==> src/rtl/uart_tx_arbiter_pkg.sv <==
// Shared definitions for the UART TX arbiter: FSM encoding, default byte width
// and an index-width helper that keeps single-requester builds at one bit.
package uart_tx_arbiter_pkg;

  localparam int DEFAULT_UART_DATA_SIZE = 8;

  typedef enum logic [1:0] {
    IDLE = 2'd0,
    SEND = 2'd1,
    HOLD = 2'd2
  } arb_state_t;

  function automatic int index_width(input int count);
    return (count > 1) ? $clog2(count) : 1;
  endfunction

endpackage

==> src/rtl/rr_priority_picker.sv <==
// Combinational round-robin picker: the first requesting index at or after the
// pointer, wrapping, plus a flag saying whether anyone is requesting at all.
module rr_priority_picker
  import uart_tx_arbiter_pkg::*;
#(
  parameter int NUM_REQUESTERS = 2,
  parameter int IDX_W          = index_width(NUM_REQUESTERS)
) (
  input  logic [NUM_REQUESTERS-1:0] request,
  input  logic [IDX_W-1:0]          pointer,
  output logic [IDX_W-1:0]          winner,
  output logic                      any_valid
);

  int best_offset;
  int offset;

  // Rank every requester by its wrapped distance from the pointer; the closest wins.
  always_comb begin
    winner      = '0;
    any_valid   = |request;
    best_offset = NUM_REQUESTERS;
    offset      = 0;
    for (int k = 0; k < NUM_REQUESTERS; k++) begin
      if (request[k]) begin
        offset = (k + NUM_REQUESTERS - int'(pointer)) % NUM_REQUESTERS;
        if (offset < best_offset) begin
          best_offset = offset;
          winner      = IDX_W'(k);
        end
      end
    end
  end

endmodule

==> src/rtl/uart_tx_arbiter.sv <==
// Round-robin, packet-locked arbiter in front of the shared UART transmitter,
// with a watchdog that frees the grant if the owner stalls mid-packet.
module uart_tx_arbiter
  import uart_tx_arbiter_pkg::*;
#(
  parameter int NUM_REQUESTERS = 2,
  parameter int UART_DATA_SIZE = DEFAULT_UART_DATA_SIZE,
  parameter int TIMEOUT_CYCLES = 1000,
  parameter int TIMEOUT_SIZE   = 16
) (
  input  logic                                 i_clock,
  input  logic                                 i_reset,
  input  logic [NUM_REQUESTERS-1:0]            i_req_valid,
  input  logic [NUM_REQUESTERS-1:0]            i_req_last,
  input  logic [NUM_REQUESTERS*UART_DATA_SIZE-1:0] i_req_data,
  output logic [NUM_REQUESTERS-1:0]            o_req_ready,
  output logic [UART_DATA_SIZE-1:0]            o_tx_data,
  output logic                                 o_tx_valid,
  input  logic                                 i_tx_ready,
  output logic [NUM_REQUESTERS-1:0]            o_grant,
  output logic                                 o_busy,
  output logic                                 o_timeout
);

  localparam int IDX_W = index_width(NUM_REQUESTERS);
  localparam logic [TIMEOUT_SIZE-1:0] TIMEOUT_LIMIT = TIMEOUT_SIZE'(TIMEOUT_CYCLES - 1);

  arb_state_t                state;
  logic [IDX_W-1:0]          owner;
  logic [IDX_W-1:0]          rr_ptr;
  logic [UART_DATA_SIZE-1:0] tx_data;
  logic                      tx_last;
  logic                      tx_valid;
  logic [TIMEOUT_SIZE-1:0]   counter;
  logic [NUM_REQUESTERS-1:0] grant;
  logic                      busy;
  logic                      timeout;

  logic [IDX_W-1:0]          winner;
  logic                      any_valid;
  logic [NUM_REQUESTERS-1:0] req_ready;
  logic [UART_DATA_SIZE-1:0] req_bytes [NUM_REQUESTERS];

  for (genvar k = 0; k < NUM_REQUESTERS; k++) begin : g_unpack
    assign req_bytes[k] = i_req_data[k*UART_DATA_SIZE +: UART_DATA_SIZE];
  end

  function automatic logic [IDX_W-1:0] next_index(input logic [IDX_W-1:0] idx);
    if (int'(idx) >= NUM_REQUESTERS - 1) return '0;
    return idx + IDX_W'(1);
  endfunction

  function automatic logic [NUM_REQUESTERS-1:0] onehot(input logic [IDX_W-1:0] idx);
    return NUM_REQUESTERS'(1) << idx;
  endfunction

  rr_priority_picker #(
    .NUM_REQUESTERS(NUM_REQUESTERS),
    .IDX_W         (IDX_W)
  ) u_picker (
    .request  (i_req_valid),
    .pointer  (rr_ptr),
    .winner   (winner),
    .any_valid(any_valid)
  );

  // Ready is withheld during reset so no requester believes a dropped byte was taken.
  always_comb begin
    req_ready = '0;
    if (!i_reset) begin
      case (state)
        IDLE:    if (any_valid) req_ready[winner] = 1'b1;
        HOLD:    req_ready[owner] = 1'b1;
        default: req_ready = '0;
      endcase
    end
  end

  always_ff @(posedge i_clock) begin
    if (i_reset) begin
      state    <= IDLE;
      owner    <= '0;
      rr_ptr   <= '0;
      tx_data  <= '0;
      tx_last  <= 1'b0;
      tx_valid <= 1'b0;
      counter  <= '0;
      grant    <= '0;
      busy     <= 1'b0;
      timeout  <= 1'b0;
    end else begin
      timeout <= 1'b0;
      case (state)
        IDLE: begin
          if (any_valid) begin
            owner    <= winner;
            tx_data  <= req_bytes[winner];
            tx_last  <= i_req_last[winner];
            tx_valid <= 1'b1;
            grant    <= onehot(winner);
            busy     <= 1'b1;
            state    <= SEND;
          end
        end
        SEND: begin
          if (i_tx_ready) begin
            tx_valid <= 1'b0;
            if (tx_last) begin
              state  <= IDLE;
              rr_ptr <= next_index(owner);
              grant  <= '0;
              busy   <= 1'b0;
            end else begin
              state   <= HOLD;
              counter <= '0;
            end
          end
        end
        HOLD: begin
          // A byte arriving on the limit cycle still wins over the watchdog.
          if (i_req_valid[owner]) begin
            tx_data  <= req_bytes[owner];
            tx_last  <= i_req_last[owner];
            tx_valid <= 1'b1;
            state    <= SEND;
          end else if (counter == TIMEOUT_LIMIT) begin
            state   <= IDLE;
            rr_ptr  <= next_index(owner);
            grant   <= '0;
            busy    <= 1'b0;
            timeout <= 1'b1;
          end else begin
            counter <= counter + TIMEOUT_SIZE'(1);
          end
        end
        default: begin
          state    <= IDLE;
          tx_valid <= 1'b0;
          grant    <= '0;
          busy     <= 1'b0;
        end
      endcase
    end
  end

  assign o_req_ready = req_ready;
  assign o_tx_data   = tx_data;
  assign o_tx_valid  = tx_valid;
  assign o_grant     = grant;
  assign o_busy      = busy;
  assign o_timeout   = timeout;

endmodule

==> config.mk <==
export PLATFORM = sky130hd
export DESIGN_NAME = uart_tx_arbiter
export DESIGN_NICKNAME = d
export VERILOG_FILES = /design/src/rtl/uart_tx_arbiter_pkg.sv /design/src/rtl/rr_priority_picker.sv /design/src/rtl/uart_tx_arbiter.sv
export SDC_FILE = /design/constraint.sdc
export NUM_CORES = 1
export LEC_CHECK = 0
export CELL_PAD_IN_SITES_DETAIL_PLACEMENT = 2
export CELL_PAD_IN_SITES_GLOBAL_PLACEMENT = 2
export CORE_MARGIN = 2
export CORE_UTILIZATION = 30
export CTS_CLUSTER_SIZE = 16
export DETAILED_ROUTE_END_ITERATION = 10
export PLACE_DENSITY = 0.82
export SYNTH_ARGS = -nofsm -noshare
export SYNTH_HDL_FRONTEND = slang
export SYNTH_HIERARCHICAL = 1
export SYNTH_SLANG_ARGS = --single-unit
export TNS_END_PERCENT = 10
==> constraint.sdc <==
create_clock -name i_clock -period 2 [get_ports i_clock]
set_input_delay 0.4 -clock i_clock [delete_from_list [all_inputs] [get_ports i_clock]]
set_output_delay 0.4 -clock i_clock [all_outputs]
set_load 0.05 [all_outputs]
==> results.cfg <==
[sta]
finalCritPeriodShare_pct = 96.4
setup_viol = 0
tightest_slew_ns = 0.522
finClkSkew_ns = 0.00836
hold_violations = 0
drv_slew = 0
rsz0062_at_grt = yes
setup_slack_ns = 0.0710
slew_headroom_pct = 65.1
timing.setup.tns_ns = 0
fin_crit_ns = 1.93
fmax_mhz = 518
hold_ws_ns = 0.484

[place]
hpwl_mm = 4.97
dp_slack_ns = -0.237
gp_congestion = 0.864
port_buffers = 37

[routing]
vias = 2075
wl_mm = 7.26
detail_route.wl_per_cell_um = 19.6
post-route-drc-count = 0
viasPerCell = 5.61
drtAntennaViolNets = 0
first_pass_iters = 4
drt-initial-drc-count = 124

[setup_path]
path_max_fanout = 4
cp.required_ns = 1.60
worst_r2r_path_depth = 4
crit_chain = dlygate4sd2_1 > or2_4 > nand2_1 > nor2_1 > a21oi_1 > nor3_2 > buf_12
worst_ep_arrival_time_ns = 1.53
start_kind = input pin
crit_type = input pin to primary output
critPathCaptureType = primary output
crit_buf_inv = 2
critPathTopFamily = simple AND/OR/NAND/NOR gates
worst-path-stages = 7
slowest_stage = dlygate4sd2_1
critical_path.max_stage_delay_ns = 0.30

[layout]
layout_common_cells = dfxtp_1 (34), clkdlybuf4s50_1 (33), buf_4 (28)
layout-drive-gt1-share_pct = 17.4
layout_commonest_cell = dfxtp_1
syn_to_final_growth_pct = 41.6
num_antenna_cells = 0
fin_util_pct = 43.5
layout.nets = 316

[power]
p_seq_share_pct = 39.1
power_density_nw_per_um2 = 703
ir_drop_uv = 351
intPower_w = 0.00130
p_sw_share_pct = 32.4
leakage_nw = 1.04
p_clk_share_pct = 32.1
combPwrFrac_pct = 28.8
p_sw_w = 0.000622

[global_route]
grt_pass1_vias = 2333
antenna_found_initial = 0
grt_pass1_wl_mm = 12.2
grt_start_max_net_pins = 24
track_usage_pct = 21.6
grt_overflow_total = 0

[flow_run]
drv_cap = 0

[clock_tree]
clock_path_buffers = 2
clk_pin_slew_ns = 0.08
cts_tree = done
cts_buffers = 5
cts.sinks = 34
clock_latency_ns = 0.30
holdBufCountCts = 0
htreeDepth = 2
clk_root_buffer_cell = clkbuf_8

[synth]
syn_inst = 234
synth_nets = 258
ys_seq_area_share_pct = 35.3
synth_warnings = 6
syn_area_um2 = 1930
ys_ff_latch = 34
avgSynthCellArea_um2 = 8.24
ys.flop_type = dfxtp_1
async_flop_share_pct = 0
synth_top_area_cell = dfxtp_1
ys_types = 48
synth_edf_count = 0
synth_area_leaders = dfxtp_1 (35%), mux2i_1 (5.2%), a21oi_1 (4.7%)
netlist.area_leader.share_pct = 35.3

[die]
die_y_um = 84.2
boundaryPins = 38
die_w_um = 84.2
rows = 29
initial_core_util_pct = 30.7
die_area_um2 = 7080
core-area_um2 = 6280

[status]
status = finished, final reports clean

[min_path]
hold_path_class = register to register
hold_depth = 2
==> kinds of logic after synthesis <==
kind of cell | count (synthesis) | synth area share [%]
mux | 13 | 8.11
fa+ha+maj | 1 | 0.649
compound gates | 62 | 21.9
flops | 34 | 35.3
simple gates | 105 | 29.5
buf+inv | 19 | 4.54
==> worst reg2reg max path: stages, from the launching register on <==
cell,delay [ns]
dfxtp_1,0.55
and4bb_2,0.33
a21oi_1,0.07
or4_1,0.55
a21boi_1,0.24
==> path summary, 6_finish.rpt <==
check | start | to | slack [ns]
max | i_req_valid[0] | o_req_ready[1] | 0.07
min | counter[14] | counter[14] | 0.48
max reg2reg | state[0] | counter[13] | 0.17
min reg2reg | counter[14] | counter[14] | 0.48
==> cell type report <==
cell class / count / area, µm²
Clock buffer: 8 / 110
Tap cell: 77 / 96.3
Fill cell: 719 / 3550
Sequential cell: 34 / 681
Multi-Input combinational cell: 181 / 1190
Timing Repair Buffer: 67 / 638
Inverter: 3 / 11.3
==> Yosys cell counts, types with 3 or more instances <==
cell / count
nor2_1: 21
nor2b_1: 7
mux2i_1: 10
dfxtp_1: 34
a211oi_1: 11
and2_1: 3
inv_1: 3
a21o_1: 3
nand4b_1: 3
nand2_1: 20
or3_1: 3
and4_1: 3
o211ai_1: 5
and3_1: 5
a31oi_1: 6
a21oi_1: 18
buf_2: 4
o21ai_0: 4
nand2b_1: 5
nand4_1: 5
nand3_1: 10
clkbuf_1: 8
nor3_1: 8
==> metrics by stage <==
step | std cells | total power [W] | instance area, µm²
detailed placement | 361 | 0.00130 | 2590
global placement | 361 | 0.00128 | 2590
finish | 370 | 0.00192 | 2730
global route | 370 | 0.00200 | 2730
CTS | 370 | 0.00193 | 2720
floorplan | 234 | 0.00107 | 1940
==> routing by layer <==
metal | GRT usage (%) | vias to the layer above | part of all wire [%]
li1 | - | 983 | -
met1 | 24.7 | 1023 | 42
met2 | 38.9 | 49 | 51
met3 | 5.90 | 20 | 4.5
met4 | 6.89 | 0 | 2.7
met5 | 0 | - | 0
==> repair_timing <==
action | in CTS | in global routing
pin swaps | 2 | 1
resized for setup | 6 | 1
setup buffers | 1 | 0
endpoints found under the setup margin | 2 | 2
==> power groups by stage <==
stage                     logic [W]  registers, W  clock network, W
final                      0.000553      0.000750          0.000616
after global routing       0.000591      0.000755          0.000657
after CTS                  0.000554      0.000749          0.000631
after detailed placement   0.000540      0.000763                 0
after global placement     0.000524      0.000759                 0
after floorplan            0.000204      0.000866                 0
==> sequential cells by signal (all words and copies together), names as in the netlist <==
signal,cells
counter,16
o_tx_data,8
o_grant,2
state,2
o_busy,1
o_timeout,1
o_tx_valid,1
owner,1
rr_ptr,1
tx_last,1
(Power assumes the default switching activity.)
